--- src/rtl/trigger_matrix_core_pkg.sv ---
// Shared types for the trigger crossbar: output modes, config word layout
// and the packed per-channel configuration record.
package trigger_matrix_core_pkg;

  typedef enum logic [1:0] {
    XBAR_DIRECT = 2'b00,
    XBAR_PULSE  = 2'b01,
    XBAR_RSVD   = 2'b10,
    XBAR_OFF    = 2'b11
  } xbar_mode_e;

  localparam int CFG_SRC_LSB  = 0;
  localparam int CFG_SRC_W    = 8;
  localparam int CFG_INV_BIT  = 8;
  localparam int CFG_MODE_LSB = 9;
  localparam int CFG_MODE_W   = 2;

  typedef struct packed {
    xbar_mode_e mode;
    logic       invert;
    logic [7:0] src;
  } xbar_cfg_t;

  localparam xbar_cfg_t XBAR_CFG_RESET = '{mode: XBAR_OFF, invert: 1'b0, src: 8'h00};

  // Reserved bits [15:11] always read back as zero.
  function automatic logic [15:0] cfg_pack(input xbar_cfg_t c);
    return {5'b0, c};
  endfunction

endpackage

--- src/rtl/trigger_matrix_core_stretcher.sv ---
// Activity stretcher: any edge on sig reloads a hold down-counter; led is
// high while the counter is nonzero.
module trigger_activity_stretcher #(
  parameter int HOLD = 12500000
) (
  input  logic clk,
  input  logic rst,
  input  logic sig,
  output logic led
);

  localparam int CW = $clog2(HOLD + 1);

  logic          sig_prev;
  logic [CW-1:0] hold_cnt;
  logic          edge_seen;

  assign edge_seen = sig ^ sig_prev;

  // led is registered alongside the counter so it always equals (hold_cnt != 0).
  always_ff @(posedge clk) begin
    if (rst) begin
      sig_prev <= 1'b0;
      hold_cnt <= '0;
      led      <= 1'b0;
    end else begin
      sig_prev <= sig;
      if (edge_seen) begin
        hold_cnt <= CW'(HOLD);
      end else if (hold_cnt != '0) begin
        hold_cnt <= hold_cnt - CW'(1);
      end
      led <= edge_seen | (hold_cnt > CW'(1));
    end
  end

endmodule

--- src/rtl/trigger_matrix_core.sv ---
// Runtime-configurable trigger crossbar: NUM_IN synchronised inputs routed to
// NUM_OUT outputs with per-channel source, inversion and direct/pulse/off mode.
module trigger_matrix_core
  import trigger_matrix_core_pkg::*;
#(
  parameter int NUM_IN       = 12,
  parameter int NUM_OUT      = 12,
  parameter int PULSE_CYCLES = 25,
  parameter int LED_HOLD     = 12500000
) (
  input  logic               clk,
  input  logic               rst,
  input  logic [NUM_IN-1:0]  trig_in,
  output logic [NUM_OUT-1:0] trig_out,
  output logic [NUM_IN-1:0]  trig_in_led,
  output logic [NUM_OUT-1:0] trig_out_led,
  input  logic               cfg_wr_en,
  input  logic               cfg_rd_en,
  input  logic [7:0]         cfg_addr,
  input  logic [15:0]        cfg_wdata,
  output logic [15:0]        cfg_rdata,
  output logic               cfg_rvalid
);

  localparam int PW = $clog2(PULSE_CYCLES + 1);

  logic [NUM_IN-1:0]  sync_a;
  logic [NUM_IN-1:0]  sync_b;
  logic [255:0]       synced_ext;
  xbar_cfg_t          cfg [NUM_OUT];
  xbar_cfg_t          wr_cfg;
  logic [NUM_OUT-1:0] sel;
  logic [NUM_OUT-1:0] sel_prev;
  logic [NUM_OUT-1:0] wr_hit;
  logic [PW-1:0]      pulse_cnt [NUM_OUT];
  logic [15:0]        rd_word;
  logic               unused_rsvd;

  assign unused_rsvd = ^cfg_wdata[15:11];

  always_ff @(posedge clk) begin
    if (rst) begin
      sync_a <= '0;
      sync_b <= '0;
    end else begin
      sync_a <= trig_in;
      sync_b <= sync_a;
    end
  end

  // Zero-extended to the full 8-bit source space so out-of-range selects read 0.
  always_comb begin
    synced_ext             = '0;
    synced_ext[NUM_IN-1:0] = sync_b;
  end

  always_comb begin
    sel = '0;
    for (int o = 0; o < NUM_OUT; o++) begin
      if ({1'b0, cfg[o].src} < 9'(NUM_IN)) begin
        sel[o] = synced_ext[cfg[o].src] ^ cfg[o].invert;
      end
    end
  end

  always_comb begin
    wr_cfg = '{mode:   xbar_mode_e'(cfg_wdata[CFG_MODE_LSB +: CFG_MODE_W]),
               invert: cfg_wdata[CFG_INV_BIT],
               src:    cfg_wdata[CFG_SRC_LSB +: CFG_SRC_W]};
    wr_hit  = '0;
    rd_word = '0;
    for (int o = 0; o < NUM_OUT; o++) begin
      wr_hit[o] = cfg_wr_en && (cfg_addr == 8'(o));
      if (cfg_addr == 8'(o)) begin
        rd_word = cfg_pack(cfg[o]);
      end
    end
  end

  // On a write edge the output still follows the old config; the channel's
  // counter and edge history restart so the new config acts from the next edge.
  always_ff @(posedge clk) begin
    if (rst) begin
      trig_out <= '0;
      sel_prev <= '0;
      for (int o = 0; o < NUM_OUT; o++) begin
        cfg[o]       <= XBAR_CFG_RESET;
        pulse_cnt[o] <= '0;
      end
    end else begin
      for (int o = 0; o < NUM_OUT; o++) begin
        case (cfg[o].mode)
          XBAR_DIRECT: begin
            trig_out[o]  <= sel[o];
            pulse_cnt[o] <= '0;
          end
          XBAR_PULSE: begin
            if (sel[o] && !sel_prev[o]) begin
              pulse_cnt[o] <= PW'(PULSE_CYCLES);
              trig_out[o]  <= 1'b1;
            end else begin
              if (pulse_cnt[o] != '0) begin
                pulse_cnt[o] <= pulse_cnt[o] - PW'(1);
              end
              trig_out[o] <= (pulse_cnt[o] > PW'(1));
            end
          end
          default: begin
            trig_out[o]  <= 1'b0;
            pulse_cnt[o] <= '0;
          end
        endcase
        sel_prev[o] <= sel[o];
        if (wr_hit[o]) begin
          cfg[o]       <= wr_cfg;
          pulse_cnt[o] <= '0;
          sel_prev[o]  <= 1'b0;
        end
      end
    end
  end

  always_ff @(posedge clk) begin
    if (rst) begin
      cfg_rvalid <= 1'b0;
      cfg_rdata  <= '0;
    end else begin
      cfg_rvalid <= cfg_rd_en;
      cfg_rdata  <= cfg_rd_en ? rd_word : 16'h0000;
    end
  end

  for (genvar i = 0; i < NUM_IN; i++) begin : g_in_led
    trigger_activity_stretcher #(.HOLD(LED_HOLD)) u_led (
      .clk (clk),
      .rst (rst),
      .sig (sync_b[i]),
      .led (trig_in_led[i])
    );
  end

  for (genvar j = 0; j < NUM_OUT; j++) begin : g_out_led
    trigger_activity_stretcher #(.HOLD(LED_HOLD)) u_led (
      .clk (clk),
      .rst (rst),
      .sig (trig_out[j]),
      .led (trig_out_led[j])
    );
  end

endmodule

--- config.mk ---
export PLATFORM = sky130hd
export DESIGN_NAME = trigger_matrix_core
export DESIGN_NICKNAME = d
export VERILOG_FILES = /design/src/rtl/trigger_matrix_core_pkg.sv /design/src/rtl/trigger_matrix_core_stretcher.sv /design/src/rtl/trigger_matrix_core.sv
export SDC_FILE = /design/constraint.sdc
export NUM_CORES = 2
export LEC_CHECK = 0
export ABC_AREA = 0
export ABC_CLOCK_PERIOD_IN_PS = 3360
export CORE_MARGIN = 2
export CORE_UTILIZATION = 57
export DETAILED_ROUTE_END_ITERATION = 10
export GPL_TIMING_DRIVEN = 0
export MAX_ROUTING_LAYER = met4
export PLACE_DENSITY_LB_ADDON = 0.1
export REMOVE_ABC_BUFFERS = 1
export SLEW_MARGIN = 20
export SYNTH_ARGS = -nofsm -noshare
export SYNTH_HDL_FRONTEND = slang
export SYNTH_SLANG_ARGS = --single-unit
--- constraint.sdc ---
create_clock -name clk -period 3.36 [get_ports clk]
set_input_delay 0.672 -clock clk [delete_from_list [all_inputs] [get_ports clk]]
set_output_delay 0.672 -clock clk [all_outputs]
set_load 0.005 [all_outputs]
# After elaboration in Yosys (flattened, before gate mapping)
# Memory sizes are Yosys's and may differ from the RTL's.
# Index checks and enable logic that the tools add are counted.
totals:
  elab_cells: 937
  input_bits: 40
  regBits: 689
  output_inout_bits: 53
  ram_bits: 192
  n_memories: 2
classes:
  order_cmp: 60
  n_addsub: 36
  reduce_logical: 159
  eq_ne: 23
  muxes: 410
  bitwise: 133
mem_list:
  columns: ["memory", "depth", "word_bits", "rd", "rd_ports_with_merged_regs", "wr", "line_no", "text"]
  rows:
  - ["cfg", 12, 11, 12, 0, 12, "trigger_matrix_core.sv:30", "xbar_cfg_t cfg [NUM_OUT];"]
  - ["pulse_cnt", 12, 5, 12, 0, 12, "trigger_matrix_core.sv:35", "logic [PW-1:0] pulse_cnt [NUM_OUT];"]
ops:
  columns: ["cell", "n"]
  rows:
  - ["24-bit 2-to-1 mux", 48]
  - ["24-bit by 1-bit greater-than comparator with 1-bit output (second input constant)", 24]
  - ["24-bit nonzero test", 24]
  - ["24-bit by 1-bit subtractor with 24-bit output (second input constant)", 24]
  - ["5-bit 2-to-1 mux", 60]
  - ["11-bit 2-to-1 mux", 24]
  - ["1-bit 2-to-1 mux", 254]
  - ["8-bit by 9-bit < comparator with 1-bit output (second input constant)", 12]
  - ["2-bit OR reduction", 49]
  - ["1-bit binary-select mux with 8-bit select", 12]
  - ["8-bit by 4-bit < comparator with 1-bit output (second input constant)", 12]
  - ["1-bit OR", 96]
  - ["5-bit by 1-bit greater-than comparator with 1-bit output (second input constant)", 12]
  - ["5-bit nonzero test", 12]
  - ["5-bit by 1-bit subtractor with 5-bit output (second input constant)", 12]
  - ["2-bit nonzero test", 24]
  - ["1-bit bitwise XOR", 36]
  - ["8-bit by 3-bit equality test with 1-bit output (second input constant)", 4]
  - ["8-bit by 4-bit equality test with 1-bit output (second input constant)", 4]
  - ["2-bit by 1-bit equality test with 1-bit output (second input constant)", 12]
  - ["1-bit logical AND", 24]
  - ["2-bit logical NOT", 12]
  - ["1-bit one-hot mux with 2 select lines", 12]
  - ["8-bit by 2-bit equality test with 1-bit output (second input constant)", 2]
  - ["5 further kinds", 16]

# Longest topological paths before layout
# An unclocked memory read counts as a cell.
logic_depth:
  depth_word: 14
  depth_mapped: 9
  mapped_depth_nobuf: 7

# Hierarchy
# A second synthesis with hierarchy kept.
hier_totals:
  hier_cells: 4825
  area_unflattened_um2: 46812.4
modules_own_cells:
  columns: ["mod", "n_inst", "cells_each", "seq_area_each_um2", "area_per_inst_um2"]
  rows:
  - ["trigger_activity_stretcher (g_in_led[0].u_led ...)", 17, 152, 520.5, 1397.6]
  - ["trigger_matrix_core", 1, 1212, 6966.7, 13594.3]
  - ["trigger_activity_stretcher (g_in_led[1].u_led ...)", 7, 147, 520.5, 1351.3]

# Least setup slack after synthesis
# OpenSTA, ideal clock, no wires.
synth_timing:
  path_kind: "in2reg"
  from: "input port cfg_addr[5]"
  to: "memory cfg[2][22] in the netlist's numbering, enable pin"
  t_required_ns: 2.963
  slack_ns: 0.155
  path_buffers: 2
  arrival_ns: 2.808
  stages: 5
  setup_ns: 0.397
  path_cell_list: "or4_1 -> clkbuf_1 -> or2_2 -> clkbuf_1 -> o21ai_0"
synth_rtl:
  columns: ["element", "line_no", "text"]
  rows:
  - ["start: declaration", "trigger_matrix_core.sv:19", "input logic [7:0] cfg_addr,"]
  - ["end: declaration", "trigger_matrix_core.sv:30", null]

==> impl_metrics.env <==
export IMPL_period_needed_ps=3361
export IMPL_grt_overflow_total=0
export IMPL_fill_cells=6432
export IMPL_crit_buf_inv=1
export IMPL_clock_sinks=876
export IMPL_cts_buffers=95
export IMPL_synth_top_family_by_area="simple AND/OR/NAND/NOR gates"
export IMPL_crit_arrival_ps=3630
export IMPL_synth_adder_area_share_pct=2.178
export IMPL_num_rows=101
export IMPL_die_w_um=280.8
export IMPL_grt_pass1_vias=32320
export IMPL_yosys_area_top_type="dfxtp_1"
export IMPL_coreArea_um2=75950
export IMPL_cp_cell_sequence="clkdlybuf4s50_1, or4_1, nor2_2, nand2_1, nand2_1"
export IMPL_drive_above_1_share_pct=7.400
export IMPL_pre_cts_slack_ps=-932.6
export IMPL_h_tree_depth=3
export IMPL_tightest_slew_ps=1049
export IMPL_multi_input_area_um2=22780
export IMPL_io_pins=93
export IMPL_avgRoutedWirePerCell_um=17.36
export IMPL_slowest_delay_ps=940
export IMPL_critical_path_class="in -> reg"
export IMPL_synth_main_ff_cell="dfxtp_1"
export IMPL_yosys_area_top_type_share_pct=31.36
export IMPL_ys_warn_count=0
export IMPL_p_total_uw=47120
export IMPL_ys_async_sr_fraction_pct=0
export IMPL_timing_fmax_mhz=297.5
export IMPL_fp_dieH_um=280.8
export IMPL_wl_mm=101.0
export IMPL_route_detailed_drc=0
export IMPL_ys_ff_latch=876
export IMPL_synth_xor_area_share_pct=7.362
export IMPL_cp_max_fo=21
export IMPL_cts_max_path_buffers=3
export IMPL_period_share_pct=100.0
export IMPL_yosysSeqAreaShare_pct=44.57
export IMPL_synthSimpleGateAreaFrac_pct=23.58
export IMPL_finalSetupViolCount=3
export IMPL_max_cap_viol_count=0
export IMPL_slew_violations=0
export IMPL_synth_cell_type_count=86
export IMPL_gp_congestion=0.9143
export IMPL_port_buffers=82
export IMPL_ant_nets=0
export IMPL_path_clk_slew_ps=60
export IMPL_drt_iter0_drc=2876
export IMPL_drtPass1Iterations=6
export IMPL_synthTopCellsByArea="dfxtp_1 31%, edfxtp_1 13%, nor2_1 4.4%"
export IMPL_setup_ws_ps=-0.8105
export IMPL_p_per_area_nw_per_um2=976.6
export IMPL_hpwlAfterDp_mm=66.31
export IMPL_relSlewSlack_pct=29.94
export IMPL_outcome="finished, violations left"
export IMPL_rsz0062_at_grt="yes"
export IMPL_clockRootBuffer="clkbuf_16"
export IMPL_grt_max_degree=95
export IMPL_vias=35560
export IMPL_worst_skew_pair_late_latency_ps=650
export IMPL_synth_cells=4779
export IMPL_antenna_found_initial=4
export IMPL_grtUsageTotal_pct=25.90
export IMPL_via_per_inst=6.112
export IMPL_synth_compound_area_share_pct=14.89
export IMPL_path_delay_family="simple AND/OR/NAND/NOR gates"
export IMPL_skew_ps=23.74
export IMPL_end_kind="flip-flop"
export IMPL_p_leak_uw=0.01709
export IMPL_cts_tree="built"
export IMPL_regArea_um2=19460
export IMPL_syn2layout_area_growth_pct=10.52
export IMPL_cpMostUsedCell="nand2_1"
export IMPL_synth_avg_cell_area_um2=9.136
export IMPL_nets=4818
export IMPL_violations="negative setup slack"
export IMPL_holdWs_ps=378.1
export IMPL_required_ps=3630
export IMPL_synth_edf_count=192
export IMPL_critPathSlowestCell="or4_1"
export IMPL_hp_class="in -> reg"
export IMPL_hold_viol_final=0
export IMPL_grt_pass1_wl_mm=164.9
export IMPL_start_util_pct=57.49
export IMPL_postCtsHoldBufs=0
export IMPL_synth_area_um2=43660
export IMPL_die_area_um2=78830
export IMPL_muxShareOfSynthArea_pct=3.539
export IMPL_ir_drop_uv=722.8
export IMPL_startpoint_type="input port"
sequential cells by signal (all words and copies together) (netlist names), 60 cells and up:
register / flops
cfg: 132
g_in_led.u_led.hold_cnt: 288
g_out_led.u_led.hold_cnt: 288
pulse_cnt: 60
power by group:
part	switching [uW]	internal (uW)	total (uW)
Clock	4360	6340	10700
Sequential	2970	13700	16700
Combinational	11800	7930	19800
cell families (layout without fill, tap and decap cells):
| group | count (synthesis) | after routing |
|---|---|---|
| buf+inv | 403 | 404 |
| xor+xnor | 367 | 367 |
| fa+ha+maj | 76 | 76 |
| mux | 104 | 104 |
| flops | 876 | 876 |
| other cells | 1 | 9 |
| compound gates | 1022 | 1022 |
| simple gates | 1930 | 1930 |
synth_stat cells, types with 128 or more instances:
master      n
or3_1     160
dfxtp_1   684
nor4_1    155
xnor2_1   211
a21oi_1   274
nor2_1    510
a31oi_1   162
o21ai_0   176
inv_1     128
edfxtp_1  192
xor2_1    156
nand2_1   245
nor3_1    214
or4_1     149
clkbuf_1  215
final cells by class:
type / count / share of cell area [%]
Multi-Input combinational cell: 3504 / 47.21
Clock buffer: 129 / 5.601
Antenna cell: 4 / 0.02074
Sequential cell: 876 / 40.33
Clock inverter: 50 / 1.040
Tap cell: 1030 / 2.671
Timing Repair Buffer: 96 / 2.113
Inverter: 129 / 1.014
path summary, 6_finish.rpt:
check / start / endpoint / slack [ps] / cells past startpoint
setup / recovery: cfg_addr[5] / cfg[2][7] / -0.8 / 5
hold / removal: rst / g_in_led[2].u_led.hold_cnt[5] / 380 / 2
setup reg to reg: sync_b[4] / pulse_cnt[2][12] / 120 / 5
hold reg to reg: sync_a[0] / sync_b[0] / 440 / 1
placed cells by master (no fill, tap or decap), drive strengths merged, types with 37 or more instances in the layout:
master	count
inv	133
mux4	37
nand3	94
a31oi	162
xor2	156
or2	41
o31ai	110
nor3	218
xnor2	211
dfxtp	684
a21oi	274
nor2b	89
nand2b	44
or4	150
nor2	511
clkdlybuf4s50	78
o211ai	62
o21ai	179
nor4	162
nand2	245
ha	76
nand4	65
edfxtp	192
clkbuf	130
or3	160
a211oi	55
timing repair:
| action | CTS | global route |
|---|---|---|
| resized for setup | 1 | 2 |
| hold endpoints to repair | 0 | 0 |
| gates cloned | 0 | 0 |
| pin swaps | 0 | 1 |
| setup buffers | 0 | 1 |
| setup endpoints to repair | 32 | 45 |
stage by stage:
| step | area [um^2] | std cells | setup TNS (ps) | util [%] |
|---|---|---|---|---|
| finish | 48250 | 5818 | -2.046 | 63.53 |
| global route | 48250 | 5817 | -2083 | 63.53 |
| CTS | 48200 | 5812 | 0 | 63.46 |
| detailed placement | 44990 | 5633 | -136790 | 59.23 |
| global placement | 44580 | 5621 | - | 58.70 |
| floorplan | 42470 | 4509 | 0 | - |
layer usage:
layer  global-route usage, %  up-vias  wire length [um]
met1                   35.11    16800             46410
li1                        -    17600                 -
met5                       -        -                 0
met2                   39.89      951             45550
met3                   3.882      208              6093
met4                   8.405        0              2922
(Power assumes the default switching activity.)
